<file path="src/rtl/gray_timer_scheduler.sv">
// gray_timer_scheduler: round-robin arbiter that lends one shared interval
// counter to NUM_REQ requesters, runs each granted interval to its captured
// terminal count, and exposes the running count in Gray code.
module gray_timer_scheduler #(
  parameter int NUM_REQ   = 4,
  parameter int CNT_WIDTH = 4
) (
  input  logic                         Clk_In,
  input  logic                         Resetb_In,
  input  logic [NUM_REQ-1:0]           Req_In,
  input  logic [NUM_REQ*CNT_WIDTH-1:0] Duration_In,
  input  logic                         Pause_In,
  input  logic                         Abort_In,
  output logic [NUM_REQ-1:0]           Grant_Out,
  output logic [NUM_REQ-1:0]           Done_Out,
  output logic                         Busy_Out,
  output logic [CNT_WIDTH-1:0]         Gray_Count_Out
);

  localparam int PTR_W = (NUM_REQ > 1) ? $clog2(NUM_REQ) : 1;

  typedef enum logic [1:0] {
    IDLE = 2'd0,
    RUN  = 2'd1,
    DONE = 2'd2
  } state_t;

  state_t               state_q, state_d;
  logic [PTR_W-1:0]     ptr_q, ptr_d;
  logic [NUM_REQ-1:0]   grant_q, grant_d;
  logic [NUM_REQ-1:0]   done_q, done_d;
  logic [CNT_WIDTH-1:0] cnt_q, cnt_d;
  logic [CNT_WIDTH-1:0] dur_q, dur_d;
  logic [CNT_WIDTH-1:0] gray_q, gray_d;
  logic                 busy_q, busy_d;

  logic [CNT_WIDTH-1:0] dur_arr [NUM_REQ];
  logic [PTR_W-1:0]     sel_idx;
  logic [PTR_W-1:0]     sel_next;
  logic [PTR_W-1:0]     cand_idx;
  logic                 sel_found;
  logic                 req_any;
  logic                 owner_req;
  logic                 at_term;
  int                   cand;

  assign req_any   = |Req_In;
  assign owner_req = |(Req_In & grant_q);
  assign at_term   = (cnt_q == dur_q);

  // Split the flat duration bus into one terminal count per requester
  always_comb begin
    for (int i = 0; i < NUM_REQ; i++) begin
      dur_arr[i] = Duration_In[i*CNT_WIDTH +: CNT_WIDTH];
    end
  end

  // Pick the first pending requester at or after the round-robin pointer
  always_comb begin
    sel_found = 1'b0;
    sel_idx   = '0;
    cand      = 0;
    cand_idx  = '0;
    for (int i = 0; i < NUM_REQ; i++) begin
      cand     = (int'(ptr_q) + i) % NUM_REQ;
      cand_idx = PTR_W'(cand);
      if (!sel_found && Req_In[cand_idx]) begin
        sel_found = 1'b1;
        sel_idx   = cand_idx;
      end
    end
    sel_next = (int'(sel_idx) + 1 == NUM_REQ) ? '0 : sel_idx + 1'b1;
  end

  // State register plus all registered datapath and outputs, falling-edge clocked
  always_ff @(negedge Clk_In or negedge Resetb_In) begin
    if (!Resetb_In) begin
      state_q <= IDLE;
      ptr_q   <= '0;
      grant_q <= '0;
      done_q  <= '0;
      cnt_q   <= '0;
      dur_q   <= '0;
      gray_q  <= '0;
      busy_q  <= 1'b0;
    end else begin
      state_q <= state_d;
      ptr_q   <= ptr_d;
      grant_q <= grant_d;
      done_q  <= done_d;
      cnt_q   <= cnt_d;
      dur_q   <= dur_d;
      gray_q  <= gray_d;
      busy_q  <= busy_d;
    end
  end

  // Next-state logic: abort or withdrawal beats pause, pause beats completion
  always_comb begin
    state_d = state_q;
    case (state_q)
      IDLE: begin
        if (req_any) state_d = RUN;
      end
      RUN: begin
        if (Abort_In || !owner_req)   state_d = IDLE;
        else if (!Pause_In && at_term) state_d = DONE;
      end
      DONE: begin
        state_d = IDLE;
      end
      default: begin
        state_d = IDLE;
      end
    endcase
  end

  // Datapath and output values for the coming edge, all taken from next state
  always_comb begin
    ptr_d   = ptr_q;
    grant_d = grant_q;
    dur_d   = dur_q;
    cnt_d   = cnt_q;
    case (state_q)
      IDLE: begin
        cnt_d   = '0;
        grant_d = '0;
        if (req_any) begin
          grant_d[sel_idx] = 1'b1;
          dur_d            = dur_arr[sel_idx];
          ptr_d            = sel_next;
        end
      end
      RUN: begin
        if (state_d == IDLE) begin
          cnt_d   = '0;
          grant_d = '0;
        end else if (state_d == RUN && !Pause_In) begin
          cnt_d = cnt_q + 1'b1;
        end
      end
      DONE: begin
        cnt_d   = '0;
        grant_d = '0;
      end
      default: begin
        cnt_d   = '0;
        grant_d = '0;
      end
    endcase
    done_d = (state_d == DONE) ? grant_d : '0;
    busy_d = (state_d != IDLE);
    gray_d = cnt_d ^ (cnt_d >> 1);
  end

  assign Grant_Out      = grant_q;
  assign Done_Out       = done_q;
  assign Busy_Out       = busy_q;
  assign Gray_Count_Out = gray_q;

endmodule
</file>
<file path="config.mk">
export PLATFORM = sky130hd
export DESIGN_NAME = gray_timer_scheduler
export DESIGN_NICKNAME = d
export VERILOG_FILES = /design/src/rtl/gray_timer_scheduler.sv
export SDC_FILE = /design/constraint.sdc
export NUM_CORES = 1
export LEC_CHECK = 0
export BUFFER_PORTS_ARGS = -buffer_cell sky130_fd_sc_hd__buf_2
export CAP_MARGIN = 10
export CELL_PAD_IN_SITES_DETAIL_PLACEMENT = 1
export CELL_PAD_IN_SITES_GLOBAL_PLACEMENT = 2
export CORE_MARGIN = 1
export CORE_UTILIZATION = 32
export DETAILED_ROUTE_END_ITERATION = 16
export PLACE_DENSITY_LB_ADDON = 0.1
export SLEW_MARGIN = 20
export SYNTH_ARGS = -nofsm -noshare
export SYNTH_HDL_FRONTEND = slang
export SYNTH_SLANG_ARGS = --single-unit
</file>
<file path="constraint.sdc">
create_clock -name Clk_In -period 2.85 [get_ports Clk_In]
set_clock_uncertainty 0.05 [all_clocks]
set_input_delay 0.4275 -clock Clk_In [delete_from_list [all_inputs] [get_ports Clk_In]]
set_output_delay 0.4275 -clock Clk_In [all_outputs]
set_load 0.005 [all_outputs]
</file>
==> results.txt, run 1 <==
----------------------------------------------------
[Outcome]
  Result of the run ... finished, violations left
  Violations in the final reports ... negative setup slack

[STA]
  Number of hold violations in the final report ... 0
  Least setup slack across all paths after layout ... -0.415 ns
  Final max-slew violation count ... 0
  RSZ-0062 raised after global routing ... true
  Total negative slack for setup checks ... -4.41 ns
  Measured slew at the worst slew-check pin ... 0.553 ns
  Final setup violation count ... 20
  Slew Limit Headroom ... 0.631

[Clock tree]
  Num Clock Sinks ... 24
  Clock tree from TritonCTS ... done
  Largest buffer count on any clock path ... 2
  Clk pin slew, worst setup/hold paths ... around 0.060 ns
  Clock latency on the worst-skew pair ... 0.27 ns
  TritonCTS Buffers ... 3
  CTS H-Tree Depth ... 1
  Root Buffer ... clkbuf_8

[Yosys]
  Number of synthesized register bits ... 24
  Mapped Cells ... between 100 and 150
  Count of different cell masters after synthesis ... 45
  Synthesized net count ... about 160
  Post-synth top flop ... dfrtn_1
  Number of flops mapped to enable cells by yosys ... 0
  Post-Synthesis Mean Instance Area ... about 11 µm²
  Ys Warns ... 0
  Sequential share of the synthesized area ... 0.432
  Syn Std Cell Area ... between 1000 and 1500 µm²
  Share of synthesized registers carrying an async set or reset ... 1.00

[Die]
  Die Ht ... between 60 and 70 µm
  Starting density of the core ... 0.340
  Full die area ... about 4600 µm²
  Width of the chip ... between 60 and 70 µm
  Standard-cell rows ... 23
  Core outline area ... a little over 4000 µm²
  Count of pins on the block boundary ... 37

[Worst setup path]
  Chain of cells forming the critical path ... buf_6 -> a22o_4 -> o211ai_4 -> or4_4 -> inv_4 -> or4_4 -> a31oi_4 -> nor3_2
  Max incr delay on CP ... about 0.51 ns
  Slowest stage cell, crit path ... or4_4
  Startpoint type of the worst setup path ... input pin
  Arrival time of the worst setup path ... 1.92 ns
  CP most frequent cell ... or4_4
  Highest fanout seen on the critical path ... 3
  Critical path class ... in -> reg
  Endpoint kind of the worst setup timing path ... flop
  Worst endpoint required time ... approximately 1.5 ns

[GRT]
  Antenna violations before repair ... 0
  Tot GR Track Use ... 0.189
  Largest net degree at the start of global routing ... 25
  Remaining global-route overflow ... 0
  Via count of the first global-routing pass ... 1306
  Global-route wire length before repair ... ~6300 µm

[Detailed routing]
  Routed via count ... roughly 1300
  Per-cell via count in the routed design ... roughly 5.2
  Initial DRC count ... 79
  Routed Wire Length ... roughly 4100 µm
  Number of antenna-violating nets in the routed design ... 0
  Drt pass-1 iters ... 4
  DRC errors left ... 0
  Routed length per instance ... approximately 17 µm

[Power]
  Worst voltage drop across the vdd grid ... between 300 and 400 µV
  Power Density ... between 700 and 800 nW/µm²
  Leakage ... roughly 1.1 nW

[Place]
  Half-perimeter wire length after detailed placement ... between 2000 and 3000 µm
  Final RePlAce weighted congestion ... roughly 0.81
  Cell area after placement ... 1880 µm²
  Port buffer count ... 36

[Finish]
  Final design area excluding fillers ... about 2300 µm²
  Most common library cell in the layout ignoring fill and taps ... buf_2
  Highest-count cells in the layout ignoring fill and taps ... buf_2, dfrtn_1, buf_6
  Number of diodes added for antenna fixing ... 0
  Share of cells above drive strength 1 ... 0.592
  Number of fill cells in the layout ... approximately 440
  Area of combinational cells with multiple inputs ... approximately 1000 µm²
  NumNets Final ... around 230
  P&R area growth vs syn ... 63.6%
  Final core utilization ... 0.556
  Sequential standard cell area ... roughly 600 µm²

[Hold path]
  Hold Crit Class ... reg -> reg

[Job]
  Max-capacitance violation count ... 0

----------------------------------------------------
-- flip-flops by register name (all words and copies together) (netlist names) --
name	count
dur_q	4
Busy_Out	1
Done_Out	4
cnt_q	4
state_q	2
ptr_q	2
Grant_Out	4
Gray_Count_Out	3
-- synthesized netlist by cell type, drive strengths merged (3+ instances only) --
cell type / count / area share
nand2: 10 / 0.027
dfrtn: 24 / 0.43
a221o: 3 / 0.022
a21oi: 6 / 0.022
a22o: 6 / 0.040
nor2: 10 / 0.027
o21ai: 5 / 0.018
nor2b: 3 / 0.019
nor3: 3 / 0.014
ha: 5 / 0.045
and2: 4 / 0.018
inv: 6 / 0.016
mux2i: 6 / 0.043
nand2b: 3 / 0.014
buf: 4 / 0.025
mux2: 4 / 0.032
-- stage by stage --
stage	setup WS [ns]	cells	power, mW	hold slack [ns]
floorplan	-0.574	130	0.972	0.406
global placement	-0.819	234	1.18	0.467
detailed placement	-0.797	234	1.21	0.471
CTS	-0.386	243	1.63	0.472
global route	-0.447	246	1.79	0.480
finish	-0.415	246	1.68	0.459
-- layout make-up --
class,instances,area share
multi-input cells,94,0.433
clock buffers,3,0.0182
clock inverters,1,0.0132
well taps,50,0.0275
repair buffers,68,0.230
inverters,6,0.0132
flip-flops and latches,24,0.264
-- timing repair --
item | 4_1_cts | 5_1_grt
pin swaps | 22 | 9
endpoints found under the hold margin | 0 | 0
hold buffers | 0 | 0
resized for setup | 50 | 10
setup endpoints to repair | 22 | 23
gates cloned | 0 | 0
buffers inserted | 7 | 5
-- worst max-delay path: cells and delay by family --
kind	cells	cell delay [ns]
simple gates	3	0.76
compound gates	3	0.60
buf+inv	2	0.13
-- where the power goes --
part | leakage (nW) | switching [mW] | internal (mW)
Sequential | 0.318 | 0.112 | 0.428
Clock | 0.0357 | 0.109 | 0.188
Combinational | 0.702 | 0.387 | 0.456
-- kinds of logic after synthesis --
| logic type | share of synthesized area |
|---|---|
| XOR/XNOR | 0.0252 |
| multiplexers | 0.0757 |
| adder cells (fa/ha/maj) | 0.0450 |
| flip-flops | 0.432 |
| AO/OA/AOI/OAI | 0.189 |
| buffers and inverters | 0.0568 |
| AND/OR/NAND/NOR | 0.176 |
-- routing by layer --
metal / up-vias / wire, µm / GRT usage
li1: 606 / - / -
met1: 624 / 1840 / 0.240
met2: 35 / 2090 / 0.325
met3: 4 / 158 / 0.0283
met4: 0 / 44 / 0.0599
met5: - / 0 / 0
-- final timing paths --
path,cells after the start,from,end,slack (ns)
worst max-delay path,8,Req_In[0],Gray_Count_Out[2]$_DFF_NN0_,-0.42
worst min-delay path,1,dur_q[2]$_DFFE_NN0P_,dur_q[2]$_DFFE_NN0P_,0.46
worst max register to register,7,cnt_q[1]$_DFF_NN0_,Gray_Count_Out[0]$_DFF_NN0_,0.61
worst min register to register,1,dur_q[2]$_DFFE_NN0P_,dur_q[2]$_DFFE_NN0P_,0.46
max in group asynchronous,1,Resetb_In,cnt_q[2]$_DFF_NN0_,0.95
min in group asynchronous,1,Resetb_In,Grant_Out[0]$_DFF_NN0_,1.40
No activity file was read; power rests on OpenSTA's default activity.
==> run 2: changes to the inputs <==
==> constraint.sdc (replaced) <==
create_clock -name Clk_In -period 2.85 [get_ports Clk_In]
set_clock_uncertainty 0.05 [all_clocks]
set_input_delay 0.285 -clock Clk_In [delete_from_list [all_inputs] [get_ports Clk_In]]
set_output_delay 0.285 -clock Clk_In [all_outputs]
set_load 0.005 [all_outputs]
==> run 2 against run 1 <==
Against the previous run: count of clock-buffer cells in the layout is 1 higher; global-route usage is 1.5 points higher; highest routed layer unchanged; critical endpoint unchanged; wire length is 0.58% higher; sequential share of layout area is 1.2 points higher; the run still ends with negative setup slack left.
==> results.txt, run 2 (synthesized netlist as in run 1, its figures left out) <==
----------------------------------------------------
[Power]
  Worst voltage drop across the vdd grid ... 345 µV (was 325 µV)
  Net Switching ... 0.606 mW (was 0.609 mW)
  Proportion of power drawn by flip-flops and latches ... 0.333 (was 0.322)
  Clock Power Share ... 0.148 (was 0.177)
  Leakage ... 1.02 nW (was 1.06 nW)
  Design internal power ... 1.00 mW (was 1.07 mW)
  Switching fraction of total power ... 0.376 (was 0.362)
  Relative contribution of combinational cells to total power ... 0.519 (was 0.502)
  Power Density ... 742 nW/µm² (was 739 nW/µm²)

[Clock tree]
  Clock latency on the worst-skew pair ... 0.28 ns (was 0.27 ns)
  TritonCTS Buffers ... 3 (unchanged)
  Cts-stage hold buffer count ... 0 (unchanged)
  Clock tree from TritonCTS ... done (unchanged)
  Largest buffer count on any clock path ... 2 (unchanged)
  Root Buffer ... clkbuf_8 (unchanged)
  CTS H-Tree Depth ... 1 (unchanged)
  Num Clock Sinks ... 24 (unchanged)
  Clk pin slew, worst setup/hold paths ... 0.06 ns (about the same)

[STA]
  RSZ-0062 raised after global routing ... true (unchanged)
  Least setup slack across all paths after layout ... -0.282 ns (was -0.415 ns)
  Slew Limit Headroom ... 0.644 (was 0.631)
  Number of hold violations in the final report ... 0 (unchanged)
  Final setup violation count ... 15 (was 20)
  Final max-slew violation count ... 0 (unchanged)
  Measured slew at the worst slew-check pin ... 0.533 ns (was 0.553 ns)

[Detailed routing]
  Wire length on met1 ... 1760 µm (was 1840 µm)
  Initial DRC count ... 66 (was 79)
  Routed length per instance ... 17.0 µm (was 16.8 µm)
  Met2 wire length ... 2180 µm (was 2090 µm)
  Met3 wirelength from detailed routing ... 140 µm (was 158 µm)
  Number of antenna-violating nets in the routed design ... 0 (unchanged)
  Highest metal layer with signal wires ... met4 (unchanged)
  DRC errors left ... 0 (unchanged)
  Routed via count ... 1298 (was 1269)
  Routed Wire Length ... 4160 µm (was 4140 µm)
  Drt pass-1 iters ... 4 (unchanged)
  Per-cell via count in the routed design ... 5.30 (was 5.16)

[Die]
  Width of the chip ... 67.9 µm (unchanged)
  Die Ht ... 67.9 µm (unchanged)
  Full die area ... 4610 µm² (unchanged)
  Count of pins on the block boundary ... 37 (unchanged)
  Standard-cell rows ... 23 (unchanged)
  Starting density of the core ... 0.340 (unchanged)
  Core outline area ... 4090 µm² (unchanged)

[Worst setup path]
  Chain of cells forming the critical path ... buf_6 -> buf_6 -> nor2_4 -> a211o_1 -> a21o_1 -> or4_4 -> a31oi_4 -> nor3_2 (was buf_6 -> a22o_4 -> o211ai_4 -> or4_4 -> inv_4 -> or4_4 -> a31oi_4 -> nor3_2)
  Startpoint type of the worst setup path ... input pin (unchanged)
  Max incr delay on CP ... 0.52 ns (was 0.51 ns)
  Endpoint kind of the worst setup timing path ... flop (unchanged)
  Worst endpoint required time ... 1.51 ns (was 1.50 ns)
  Highest fanout seen on the critical path ... 4 (was 3)
  Slowest stage cell, crit path ... or4_4 (unchanged)
  Buf+Inv Stages, Crit Path ... 2 (unchanged)
  Critical path class ... in -> reg (unchanged)
  CP most frequent cell ... buf_6 (was or4_4)
  Top cell family by delay on the critical path ... compound AO/OA/AOI/OAI gates (was simple AND/OR/NAND/NOR gates)
  Arrival time of the worst setup path ... 1.79 ns (was 1.92 ns)

[GRT]
  Tot GR Track Use ... 0.204 (was 0.189)
  Remaining global-route overflow ... 0 (unchanged)
  Antenna violations before repair ... 0 (unchanged)
  Largest net degree at the start of global routing ... 25 (unchanged)
  Global-route wire length before repair ... 6840 µm (was 6330 µm)
  Via count of the first global-routing pass ... 1421 (was 1306)

[Place]
  Port buffer count ... 36 (unchanged)
  Final RePlAce weighted congestion ... 0.823 (was 0.814)
  Half-perimeter wire length after detailed placement ... 2880 µm (was 2990 µm)
  Cell area after placement ... 1830 µm² (was 1880 µm²)

[Finish]
  NumNets Final ... 225 (was 226)
  Most common library cell in the layout ignoring fill and taps ... buf_2 (unchanged)
  P&R area growth vs syn ... 56.4% (was 63.6%)
  Final design area excluding fillers ... 2170 µm² (was 2270 µm²)
  Number of diodes added for antenna fixing ... 0 (unchanged)
  Final core utilization ... 0.532 (was 0.556)
  Highest-count cells in the layout ignoring fill and taps ... buf_2, dfrtn_1, buf_4 (was buf_2, dfrtn_1, buf_6)
  Share of cells above drive strength 1 ... 0.554 (was 0.592)

[Outcome]
  Violations in the final reports ... negative setup slack (unchanged)
  Result of the run ... finished, violations left (unchanged)

[Job]
  Max-capacitance violation count ... 0 (unchanged)

[Hold path]
  Hold Crit Class ... reg -> reg (unchanged)

----------------------------------------------------
run 2: cell types whose count changed in the layout (fill, tap and decap cells not counted), moves of 2 or more:
cell     delta
buf_4       +7
buf_6       -7
a21oi_1     +2
and2_1      +2
and2_4      -2
buf_12      +2
buf_8       -2
o21ai_1     +2
run 2: worst paths after layout:
path	start	end	slack (ns)	cells past startpoint
worst min-delay path	dur_q[3]$_DFFE_NN0P_	dur_q[3]$_DFFE_NN0P_	0.45	1
max in group asynchronous	Resetb_In	cnt_q[3]$_DFF_NN0_	1.12	1
worst max-delay path	Req_In[3]	Gray_Count_Out[2]$_DFF_NN0_	-0.28	8
worst max register to register	cnt_q[1]$_DFF_NN0_	Gray_Count_Out[2]$_DFF_NN0_	0.58	9
worst min register to register	dur_q[3]$_DFFE_NN0P_	dur_q[3]$_DFFE_NN0P_	0.45	1
min in group asynchronous	Resetb_In	Grant_Out[1]$_DFF_NN0_	1.24	1
run 2: metal layers:
layer | track usage | vias up
li1 | - | 601
met2 | 0.359 | 34
met1 | 0.245 | 655
met3 | 0.0300 | 8
met4 | 0.0885 | 0
met5 | 0 | -
run 2: metrics by stage:
stage          instances  setup WS (ns)  hold WS, ns  TNS, ns  power, mW
2_1_floorplan        130         -0.432        0.406    -3.08      0.915
3_3_place_gp         234         -0.627        0.455    -9.21       1.14
3_5_place_dp         234         -0.650        0.456    -9.52       1.16
4_1_cts              245         -0.249        0.456    -1.73       1.54
5_1_grt              245         -0.320        0.475    -2.82       1.71
6_report             245         -0.282        0.450    -1.93       1.61
run 2: cell type report:
type / instances / area, µm²
Inverter: 6 / 30.0
Multi-Input combinational cell: 94 / 922
Fill cell: 452 / 1910
Timing Repair Buffer: 67 / 502
Clock buffer: 4 / 55.1
Tap cell: 50 / 62.6
Sequential cell: 24 / 601
run 2: power groups by stage:
stage               registers (mW)  logic, mW  clock network, mW
floorplan                    0.504      0.411                  0
global placement             0.520      0.617                  0
detailed placement           0.526      0.635                  0
CTS                          0.523      0.772              0.242
global route                 0.550      0.905              0.258
finish                       0.537      0.835              0.239
run 2: repair_timing:
item                       in CTS  in global routing
buffers inserted                8                  1
setup endpoints to repair      18                 16
pin swaps                      20                  3
resized for setup              39                  8
==> run 3: changes to the inputs <==
--- a/config.mk
+++ b/config.mk
@@ -10,8 +10,10 @@
 export CELL_PAD_IN_SITES_DETAIL_PLACEMENT = 1
 export CELL_PAD_IN_SITES_GLOBAL_PLACEMENT = 2
 export CORE_MARGIN = 1
-export CORE_UTILIZATION = 32
+export CORE_UTILIZATION = 33
+export CTS_BUF_LIST = sky130_fd_sc_hd__clkbuf_4
 export DETAILED_ROUTE_END_ITERATION = 16
+export MAX_ROUTING_LAYER = met4
 export PLACE_DENSITY_LB_ADDON = 0.1
 export SLEW_MARGIN = 20
 export SYNTH_ARGS = -nofsm -noshare
==> run 3 against run 2 <==
Against the previous run: clock power grew 9.6%; worst hold slack gained 0.012 ns; wire length shrank 10%; critical path type unchanged; the flow still finishes with violations (negative setup slack); highest routed layer unchanged; global-route usage shrank 1.5 points; register-to-register slack gained 0.09 ns; first-iteration DRC count shrank 35%; core utilization shrank 3.5 points.
==> results.txt, run 3 (synthesized netlist as in run 1, its figures left out) <==
----------------------------------------------------
[Outcome]
  Result of the run ... finished, violations left (unchanged)
  Violations in the final reports ... negative setup slack (unchanged)

[GRT]
  Largest net degree at the start of global routing ... 25 (unchanged)
  Remaining global-route overflow ... 0 (unchanged)
  Global-route wire length before repair ... 6080 µm (was 6840 µm)
  Antenna violations before repair ... 0 (unchanged)
  Tot GR Track Use ... 0.189 (was 0.204)
  Via count of the first global-routing pass ... 1332 (was 1421)

[Job]
  Max-capacitance violation count ... 0 (unchanged)

[Die]
  Width of the chip ... 66.9 µm (was 67.9 µm)
  Core outline area ... 4030 µm² (was 4090 µm²)
  Count of pins on the block boundary ... 37 (unchanged)
  Full die area ... 4470 µm² (was 4610 µm²)
  Starting density of the core ... 0.345 (was 0.340)
  Standard-cell rows ... 23 (unchanged)
  Die Ht ... 66.9 µm (was 67.9 µm)

[Clock tree]
  Clock latency on the worst-skew pair ... 0.32 ns (was 0.28 ns)
  Clk pin slew, worst setup/hold paths ... 0.10 ns (was 0.06 ns)
  Num Clock Sinks ... 24 (unchanged)
  Root Buffer ... clkbuf_4 (was clkbuf_8)
  Largest buffer count on any clock path ... 2 (unchanged)
  TritonCTS Buffers ... 3 (unchanged)
  CTS H-Tree Depth ... 1 (unchanged)
  Clock tree from TritonCTS ... done (unchanged)

[STA]
  Slew Limit Headroom ... 0.618 (was 0.644)
  Final max-slew violation count ... 0 (unchanged)
  RSZ-0062 raised after global routing ... true (unchanged)
  Measured slew at the worst slew-check pin ... 0.573 ns (was 0.533 ns)
  Final setup violation count ... 11 (was 15)
  Number of hold violations in the final report ... 0 (unchanged)
  Hold_ws ... 0.462 ns (was 0.450 ns)
  Least setup slack across all paths after layout ... -0.204 ns (was -0.282 ns)

[Worst setup path]
  Arrival time of the worst setup path ... 1.76 ns (was 1.79 ns)
  Worst endpoint required time ... 1.56 ns (was 1.51 ns)
  Critical path class ... in -> reg (unchanged)
  Chain of cells forming the critical path ... buf_8 -> a22o_4 -> o211ai_4 -> or4_4 -> inv_4 -> or4_4 -> a31oi_4 -> nor3_2 (was buf_6 -> buf_6 -> nor2_4 -> a211o_1 -> a21o_1 -> or4_4 -> a31oi_4 -> nor3_2)
  Slowest stage cell, crit path ... or4_4 (unchanged)
  CP most frequent cell ... or4_4 (was buf_6)
  Max incr delay on CP ... 0.51 ns (was 0.52 ns)
  Startpoint type of the worst setup path ... input pin (unchanged)
  Worst setup path startpoint ... Req_In[2] (was Req_In[3])
  Critical register-to-register path startpoint ... cnt_q[1]$_DFF_NN0_ (unchanged)
  Endpoint kind of the worst setup timing path ... flop (unchanged)
  Highest fanout seen on the critical path ... 4 (unchanged)

[Finish]
  Share of cells above drive strength 1 ... 0.513 (was 0.554)
  P&R area growth vs syn ... 44.1% (was 56.4%)
  Number of fill cells in the layout ... 462 (was 452)
  Most common library cell in the layout ignoring fill and taps ... buf_2 (unchanged)
  NumNets Final ... 217 (was 225)
  Highest-count cells in the layout ignoring fill and taps ... buf_2, dfrtn_1, buf_4 (unchanged)
  Number of diodes added for antenna fixing ... 0 (unchanged)

[Place]
  Half-perimeter wire length after detailed placement ... 2860 µm (was 2880 µm)
  Final RePlAce weighted congestion ... 0.796 (was 0.823)
  Port buffer count ... 36 (unchanged)

[Detailed routing]
  Routed length per instance ... 15.7 µm (was 17.0 µm)
  Initial DRC count ... 43 (was 66)
  Drt pass-1 iters ... 4 (unchanged)
  DRC errors left ... 0 (unchanged)
  Routed via count ... 1207 (was 1298)
  Per-cell via count in the routed design ... 5.09 (was 5.30)
  Routed Wire Length ... 3730 µm (was 4160 µm)
  Number of antenna-violating nets in the routed design ... 0 (unchanged)

[Power]
  Leakage ... 0.957 nW (was 1.02 nW)
  Worst voltage drop across the vdd grid ... 415 µV (was 345 µV)
  Sum of internal, switching and leakage power ... 1.47 mW (was 1.61 mW)
  Power Density ... 736 nW/µm² (was 742 nW/µm²)

[Hold path]
  Hold Crit Class ... reg -> reg (unchanged)
  Launch instance of the worst min-delay path ... dur_q[3]$_DFFE_NN0P_ (unchanged)

----------------------------------------------------
-- run 3: cell count changes in the layout (fill, tap and decap cells not counted), moves of 3 or more --
cell      before  now
nor2_4         4    1
buf_6         11    7
clkbuf_4       0    3
clkbuf_8       4    0
buf_4         23   19
-- run 3: path summary, 6_finish.rpt --
check                                              endpoint  slack (ns)  cells past startpoint
worst max register to register  Gray_Count_Out[0]$_DFF_NN0_        0.67                      7
worst min register to register         dur_q[3]$_DFFE_NN0P_        0.46                      1
max in group asynchronous                cnt_q[3]$_DFF_NN0_        1.14                      1
min in group asynchronous             Done_Out[3]$_DFF_NN0_        1.19                      1
worst max-delay path            Gray_Count_Out[2]$_DFF_NN0_       -0.20                      8
worst min-delay path                   dur_q[3]$_DFFE_NN0P_        0.46                      1
-- run 3: area by class of cell --
| cell class | instances | area (µm²) | share of cell area |
|---|---|---|---|
| Multi-Input combinational cell | 94 | 858 | 0.429 |
| Sequential cell | 24 | 601 | 0.300 |
| Timing Repair Buffer | 59 | 397 | 0.198 |
| Tap cell | 50 | 62.6 | 0.0313 |
| Clock inverter | 1 | 30.0 | 0.0150 |
| Inverter | 6 | 30.0 | 0.0150 |
| Clock buffer | 3 | 22.5 | 0.0113 |
-- run 3: repair_timing --
item | CTS | global route
setup buffers | 5 | 0
setup endpoints to repair | 14 | 19
pin swaps | 8 | 2
hold endpoints to repair | 0 | 0
hold buffers | 0 | 0
cloned | 0 | 0
resized for setup | 26 | 9
-- run 3: routing by layer --
layer | global-route usage | routed length, µm
met5 | - | 0
met3 | 0.0240 | 112
met4 | 0.0665 | 38
met2 | 0.326 | 1900
met1 | 0.226 | 1670
-- run 3: critical path: cells and delay by family --
kind            cells  cell delay [ns]
buf+inv             2             0.14
simple gates        3             0.73
compound gates      3             0.60
-- run 3: through the flow --
stage	TNS, ns	setup slack (ns)	instance area [µm²]	utilization	std cells
final	-1.18	-0.204	2000	0.497	237
after global routing	-1.78	-0.231	2000	0.497	237
after CTS	-1.15	-0.189	1960	0.486	237
after global placement	-8.50	-0.615	1780	0.441	229
after detailed placement	-9.03	-0.667	1780	0.441	229
after floorplan	-3.08	-0.432	1450	-	130
-- run 3: power by group --
part	internal [mW]	switching, mW
clock network	0.142	0.120
logic	0.360	0.326
registers	0.429	0.0953
total	0.931	0.541
